===== config.mk =====
export PLATFORM = sky130hd
export DESIGN_NAME = trap_seq
export DESIGN_NICKNAME = d
export VERILOG_FILES = /design/src/rtl/trap_seq.sv
export SDC_FILE = /design/constraint.sdc
export NUM_CORES = 1
export LEC_CHECK = 0
export ABC_AREA = 1
export CAP_MARGIN = 25
export CORE_AREA = 3 3 384 386
export CTS_CLUSTER_DIAMETER = 50
export CTS_CLUSTER_SIZE = 40
export DETAILED_ROUTE_END_ITERATION = 7
export DIE_AREA = 0 0 387 389
export PLACE_DENSITY = 0.32
export SYNTH_ARGS = -nofsm -noshare
export SYNTH_HDL_FRONTEND = slang
export SYNTH_SLANG_ARGS = --single-unit

===== constraint.sdc =====
create_clock -name clk -period 1.7 [get_ports clk]
set_input_delay 0.17 -clock clk [delete_from_list [all_inputs] [get_ports clk]]
set_output_delay 0.17 -clock clk [all_outputs]
set_load 0.02 [all_outputs]

===== src/rtl/trap_seq.sv =====
// Trap entry / xRET sequencer: IDLE -> DRAIN -> COMMIT -> REDIRECT -> IDLE.
// Optional macro TRAP_VECTOR_EN enables vectored interrupt targets (tvec[1:0]==2'b01).
module trap_seq #(
    parameter int XLEN     = 64,
    parameter int ADDR_LEN = 64
) (
    input  logic                clk,
    input  logic                rstn,
    input  logic                trap_en,
    input  logic [XLEN-1:0]     trap_cause,
    input  logic [ADDR_LEN-1:0] trap_epc,
    input  logic [XLEN-1:0]     trap_val,
    input  logic [XLEN-1:0]     irq_pend,
    input  logic [ADDR_LEN-1:0] irq_epc,
    input  logic                mret,
    input  logic                sret,
    input  logic [1:0]          prv_cur,
    input  logic                mstatus_mie,
    input  logic                mstatus_sie,
    input  logic [1:0]          mstatus_mpp,
    input  logic                mstatus_spp,
    input  logic [XLEN-1:0]     medeleg,
    input  logic [XLEN-1:0]     mideleg,
    input  logic [XLEN-1:0]     mtvec,
    input  logic [XLEN-1:0]     stvec,
    input  logic [ADDR_LEN-1:0] mepc,
    input  logic [ADDR_LEN-1:0] sepc,
    input  logic                pipe_idle,
    output logic                busy,
    output logic                flush,
    output logic                csr_trap_m,
    output logic                csr_trap_s,
    output logic                csr_xret_m,
    output logic                csr_xret_s,
    output logic [XLEN-1:0]     csr_cause,
    output logic [ADDR_LEN-1:0] csr_epc,
    output logic [XLEN-1:0]     csr_val,
    output logic [1:0]          prv_nxt,
    output logic                prv_upd,
    output logic                redirect_valid,
    output logic [ADDR_LEN-1:0] redirect_pc
);
    typedef enum logic [1:0] {ST_IDLE, ST_DRAIN, ST_COMMIT, ST_REDIR} state_t;

    // Highest priority first: MEI, MSI, MTI, SEI, SSI, STI.
    localparam logic [3:0] IRQ_ORDER [6] = '{4'd11, 4'd3, 4'd7, 4'd9, 4'd1, 4'd5};

    state_t              r_state;
    logic                r_busy, r_flush, r_prv_upd, r_redir_v;
    logic                r_trap_m, r_trap_s, r_xret_m, r_xret_s;
    logic                r_xret, r_to_s;
    logic [1:0]          r_prv_nxt;
    logic [XLEN-1:0]     r_cause, r_val;
    logic [ADDR_LEN-1:0] r_epc, r_tgt;

    logic                w_m_en, w_s_en, w_irq_hit, w_exc_s, w_irq_s, w_event;
    logic [3:0]          w_irq_code;
    logic [XLEN-1:0]     w_irq_cause, w_tvec, w_base, w_tgt;
    logic                w_unused;

    assign w_m_en = (prv_cur != 2'd3) || mstatus_mie;
    assign w_s_en = (prv_cur == 2'd0) || ((prv_cur == 2'd1) && mstatus_sie);

    always_comb begin
        w_irq_hit  = 1'b0;
        w_irq_code = 4'd0;
        for (int i = 0; i < 6; i++) begin
            if (!w_irq_hit && irq_pend[IRQ_ORDER[i]] &&
                (mideleg[IRQ_ORDER[i]] ? w_s_en : w_m_en)) begin
                w_irq_hit  = 1'b1;
                w_irq_code = IRQ_ORDER[i];
            end
        end
    end

    // A delegated interrupt is only selectable at S or below, so mideleg alone picks S.
    assign w_irq_cause = {1'b1, {(XLEN-5){1'b0}}, w_irq_code};
    assign w_exc_s     = (prv_cur <= 2'd1) && medeleg[trap_cause[5:0]];
    assign w_irq_s     = mideleg[w_irq_code];
    assign w_tvec      = (trap_en ? w_exc_s : w_irq_s) ? stvec : mtvec;
    assign w_base      = {w_tvec[XLEN-1:2], 2'b00};
    assign w_event     = trap_en || w_irq_hit || mret || sret;
`ifdef TRAP_VECTOR_EN
    assign w_tgt = (!trap_en && (w_tvec[1:0] == 2'b01))
                 ? w_base + {{(XLEN-6){1'b0}}, w_irq_code, 2'b00} : w_base;
`else
    assign w_tgt = w_base;
`endif
    assign w_unused = ^{trap_cause, irq_pend, medeleg, mideleg, w_tvec};

    always_ff @(posedge clk or negedge rstn) begin
        if (!rstn) begin
            r_state   <= ST_IDLE;
            r_busy    <= 1'b0;
            r_flush   <= 1'b0;
            r_trap_m  <= 1'b0;
            r_trap_s  <= 1'b0;
            r_xret_m  <= 1'b0;
            r_xret_s  <= 1'b0;
            r_prv_upd <= 1'b0;
            r_redir_v <= 1'b0;
            r_xret    <= 1'b0;
            r_to_s    <= 1'b0;
            r_prv_nxt <= 2'd0;
            r_cause   <= '0;
            r_val     <= '0;
            r_epc     <= '0;
            r_tgt     <= '0;
        end else begin
            r_trap_m  <= 1'b0;
            r_trap_s  <= 1'b0;
            r_xret_m  <= 1'b0;
            r_xret_s  <= 1'b0;
            r_prv_upd <= 1'b0;
            r_redir_v <= 1'b0;
            case (r_state)
                ST_IDLE: begin
                    if (trap_en || w_irq_hit) begin
                        r_xret  <= 1'b0;
                        r_to_s  <= trap_en ? w_exc_s : w_irq_s;
                        r_cause <= trap_en ? trap_cause : w_irq_cause;
                        r_epc   <= trap_en ? trap_epc : irq_epc;
                        r_val   <= trap_en ? trap_val : '0;
                        r_tgt   <= ADDR_LEN'(w_tgt);
                    end else if (mret || sret) begin
                        r_xret  <= 1'b1;
                        r_to_s  <= !mret;
                    end
                    if (w_event) begin
                        r_state <= ST_DRAIN;
                        r_busy  <= 1'b1;
                        r_flush <= 1'b1;
                    end
                end
                ST_DRAIN: begin
                    if (pipe_idle) begin
                        r_state   <= ST_COMMIT;
                        r_trap_m  <= !r_xret && !r_to_s;
                        r_trap_s  <= !r_xret &&  r_to_s;
                        r_xret_m  <=  r_xret && !r_to_s;
                        r_xret_s  <=  r_xret &&  r_to_s;
                        r_prv_upd <= 1'b1;
                        r_prv_nxt <= !r_xret ? (r_to_s ? 2'd1 : 2'd3)
                                             : (r_to_s ? {1'b0, mstatus_spp} : mstatus_mpp);
                    end
                end
                ST_COMMIT: begin
                    r_state   <= ST_REDIR;
                    r_flush   <= 1'b0;
                    r_redir_v <= 1'b1;
                end
                default: begin
                    r_state <= ST_IDLE;
                    r_busy  <= 1'b0;
                end
            endcase
        end
    end

    assign busy           = r_busy;
    assign flush          = r_flush;
    assign csr_trap_m     = r_trap_m;
    assign csr_trap_s     = r_trap_s;
    assign csr_xret_m     = r_xret_m;
    assign csr_xret_s     = r_xret_s;
    assign csr_cause      = r_cause;
    assign csr_epc        = r_epc;
    assign csr_val        = r_val;
    assign prv_nxt        = r_prv_nxt;
    assign prv_upd        = r_prv_upd;
    assign redirect_valid = r_redir_v;
    // xRET targets come from the live xepc so the COMMIT-cycle CSR view is used.
    assign redirect_pc    = !r_redir_v ? '0 : (!r_xret ? r_tgt : (r_to_s ? sepc : mepc));
endmodule

==> impl_metrics.env <==
export IMPL_finalCritPeriodShare_pct=132.1
export IMPL_worstPathArrival_ns=2.07
export IMPL_crit_path_max_fanout=8
export IMPL_yosysUniqueCellTypes=31
export IMPL_critPathLaunchType="flop"
export IMPL_synth_area_leaders="dfrtp_1 48%, nand2_1 18%, a22o_1 7.6%"
export IMPL_synth_top_area_share_pct=47.56
export IMPL_setup_violations=65
export IMPL_dp_cells=4679
export IMPL_grt_max_degree=68
export IMPL_relSlewSlack_pct=54.86
export IMPL_critPathCaptureType="output pin"
export IMPL_fp_coreArea_sq_mm=0.1438
export IMPL_timing_fmax_mhz=445.5
export IMPL_period_needed_ns=2.245
export IMPL_synth_seq_cells=268
export IMPL_place_congestion=0.8077
export IMPL_met2_usage_pct=23.54
export IMPL_grt_busiest_layer="met2"
export IMPL_skew_ns=0.06804
export IMPL_layout_drive_gt1_share_pct=23.88
export IMPL_cts_root_buf="clkbuf_16"
export IMPL_synth_nets=2591
export IMPL_cp_required_ns=1.53
export IMPL_grt_overflow=0
export IMPL_die_h_um=389
export IMPL_clock_path_buffers=3
export IMPL_cap_violations=0
export IMPL_slew_violations=0
export IMPL_io_buffer_count=868
export IMPL_avgViaCountPerCell=3.539
export IMPL_num_vias=17260
export IMPL_use_met1_pct=16.33
export IMPL_wl_per_cell_um=22.42
export IMPL_drc=0
export IMPL_synth_top_flop_cell="dfrtp_1"
export IMPL_hold_viol=0
export IMPL_antenna_found_initial=25
export IMPL_cts_sinks=268
export IMPL_grt_setup_unrepaired="yes"
export IMPL_fin_hold_ws_ns=0.06873
export IMPL_use_met3_pct=5.752
export IMPL_synth_seq_area_share_pct=47.56
export IMPL_dieArea_sq_mm=0.1505
export IMPL_tritoncts="yes"
export IMPL_grt_pass1_wl_mm=147.5
export IMPL_synth_top_area_cell="dfrtp_1"
export IMPL_drt_iter0_markers=753
export IMPL_grt_pass1_vias=18050
export IMPL_grt_usage_pct=13.82
export IMPL_dr_pass1_iters=4
export IMPL_p_per_area_mw_per_mm2=1606
export IMPL_hpwl_mm=84.33
export IMPL_pre_cts_slack_ns=-1.112
export IMPL_worstSetupPathType="reg2out"
export IMPL_final_nets=3636
export IMPL_tightest_slew_ns=0.6749
export IMPL_p_leak_nw=14.92
export IMPL_syn_cell_area_sq_mm=0.01410
export IMPL_routed_wl_mm=109.3
export IMPL_ios=983
export IMPL_synthArstFlopShare_pct=100.0
export IMPL_die_w_um=387
export IMPL_initial_utilization_pct=9.804
export IMPL_syn2layout_area_growth_pct=119.4
export IMPL_setup_slack_ns=-0.5449
export IMPL_htree_levels=2
export IMPL_fp_row_count=139
export IMPL_synth_edf_count=0
export IMPL_status="complete, but fails checks"
export IMPL_violations="setup timing"
export IMPL_ys_warn_count=0
export IMPL_fin_cells=4876
export IMPL_clkLatencyLatePin_ns=0.69
export IMPL_clk_pin_slew_ns=0.05
export IMPL_syn_avg_cell_area_sq_um=7.537
export IMPL_hold_class="in2reg"
export IMPL_max_vdd_ir_drop_uv=817.4
export IMPL_numCtsBuffers=59
export IMPL_netlist_instances=1871
export IMPL_ant_nets=0
-- path summary, 6_finish.rpt --
path / from / endpoint / slack (ns) / cells after the start
worst min register to register: r_tgt[48]$_DFFE_PN0P_ / r_tgt[48]$_DFFE_PN0P_ / 0.47 / 2
worst max register to register: r_state[0]$_DFFE_PN0P_ / csr_cause[57]$_DFFE_PN0P_ / 0.12 / 6
worst max-delay path: r_xret$_DFFE_PN0P_ / redirect_pc[59] / -0.54 / 10
max in group asynchronous: rstn / r_tgt[48]$_DFFE_PN0P_ / 0.43 / 3
worst min-delay path: trap_epc[5] / csr_epc[5]$_DFFE_PN0P_ / 0.07 / 3
min in group asynchronous: rstn / csr_epc[20]$_DFFE_PN0P_ / 0.12 / 3
-- sequential cells by signal, summed over array words and instances, names as in the netlist --
signal and count:
csr_trap_s 1, busy 1, prv_nxt 2, csr_xret_s 1, flush 1, redirect_valid 1
csr_val 64, r_xret 1, csr_epc 64, r_to_s 1, prv_upd 1, r_state 2
csr_xret_m 1, csr_trap_m 1, csr_cause 64, r_tgt 62
-- kinds of logic (layout without fill, tap and decap cells) --
logic type,Yosys count,after routing,synth area share [%]
AOI/OAI and AO/OA,224,224,11.97
and+or+nand+nor,1023,1023,30.46
other,0,8,0
DFF,268,268,47.56
adders and majority gates,3,3,0.2662
buffers and inverters,353,1447,9.743
-- metrics by stage --
stage / setup TNS, ns / cell area, sq um / utilization (%) / total power [mW]
detailed placement: -268.61 / 26480 / 18.41 / 34.75
global placement: -262.76 / 26480 / 18.41 / 34.93
global route: -38.75 / 30910 / 21.49 / 52.84
floorplan: -8.991 / 14190 / - / 21.35
finish: -29.38 / 30930 / 21.51 / 49.67
CTS: -38.24 / 30150 / 20.96 / 49.77
-- report_power, final --
group          switching [mW]  internal, mW  leakage [nW]  total (mW)
Combinational            14.5          11.7          10.6        26.2
Sequential               1.78          9.21          3.31        11.0
Clock                    4.38          8.09          1.03        12.5
-- metal layers --
| metal | part of all wire (%) | wire length (um) | up-vias |
|---|---|---|---|
| met4 | 1.5 | 1651 | 20 |
| met1 | 41 | 44840 | 8302 |
| met2 | 48 | 52680 | 628 |
| met5 | 0.13 | 138 | - |
| li1 | - | - | 8206 |
| met3 | 9.1 | 9999 | 100 |
-- layout make-up --
type                    count  area, sq um
repair buffers           1116        11780
fillers                 15990       112900
inverters                 221        857.1
clock buffers              72         1595
clock inverters            38        553.0
multi-input cells        1250         7038
diodes                      8        20.02
well taps                1903         2381
flip-flops and latches    268         6713
-- synth_stat cells, drive strengths merged, types with 2 or more instances --
cell    count
clkinv      2
inv       219
o21ai       7
a21oi      20
o31ai       2
buf        53
nand4      62
nand2     690
ha          3
nor3        2
a22o      122
a31oi      67
nand3b      2
nor2       85
nand3     182
clkbuf     79
dfrtp     268
-- worst max-delay path, cell delays in order, from the launching register on --
cell     delay (ns)
dfrtp_1        0.42
inv_4          0.07
nor2_4         0.10
buf_12         0.17
buf_16         0.17
buf_12         0.15
nand2_2        0.05
nand3_2        0.05
nand2_1        0.04
inv_1          0.06
buf_6          0.12
-- layout by cell type (no fill, tap or decap), types with 4 or more instances in the layout --
master / n
nand2_1: 566
clkdlybuf4s50_1: 566
dfrtp_1: 263
inv_1: 182
dlygate4sd2_1: 164
buf_4: 127
a22o_1: 122
nand3_1: 109
buf_6: 92
nor2_1: 79
nand2_2: 75
nand3_2: 66
a31oi_1: 66
clkbuf_16: 65
nand4_1: 62
buf_12: 52
nand2_4: 48
inv_2: 34
clkdlybuf4s15_2: 27
dlymetal6s2s_1: 19
buf_16: 16
a21oi_1: 12
dlygate4sd3_1: 12
buf_8: 11
clkinv_4: 9
bufinv_16: 9
clkbuf_2: 9
clkdlybuf4s15_1: 9
diode_2: 8
a21oi_2: 8
nand3_4: 7
clkbuf_8: 7
clkinv_2: 7
clkinvlp_4: 7
clkbuf_1: 6
inv_6: 5
o21ai_0: 5
dfrtp_2: 5
nor2_4: 4
-- repair_timing --
item | CTS | global route
buffers inserted | 37 | 15
pin swaps | 54 | 98
cloned | 17 | 6
hold buffers | 12 | 0
hold endpoints to repair | 277 | 0
setup endpoints to repair | 523 | 202
resized for setup | 866 | 236
Note: power is estimated with default switching activity, not from simulation.
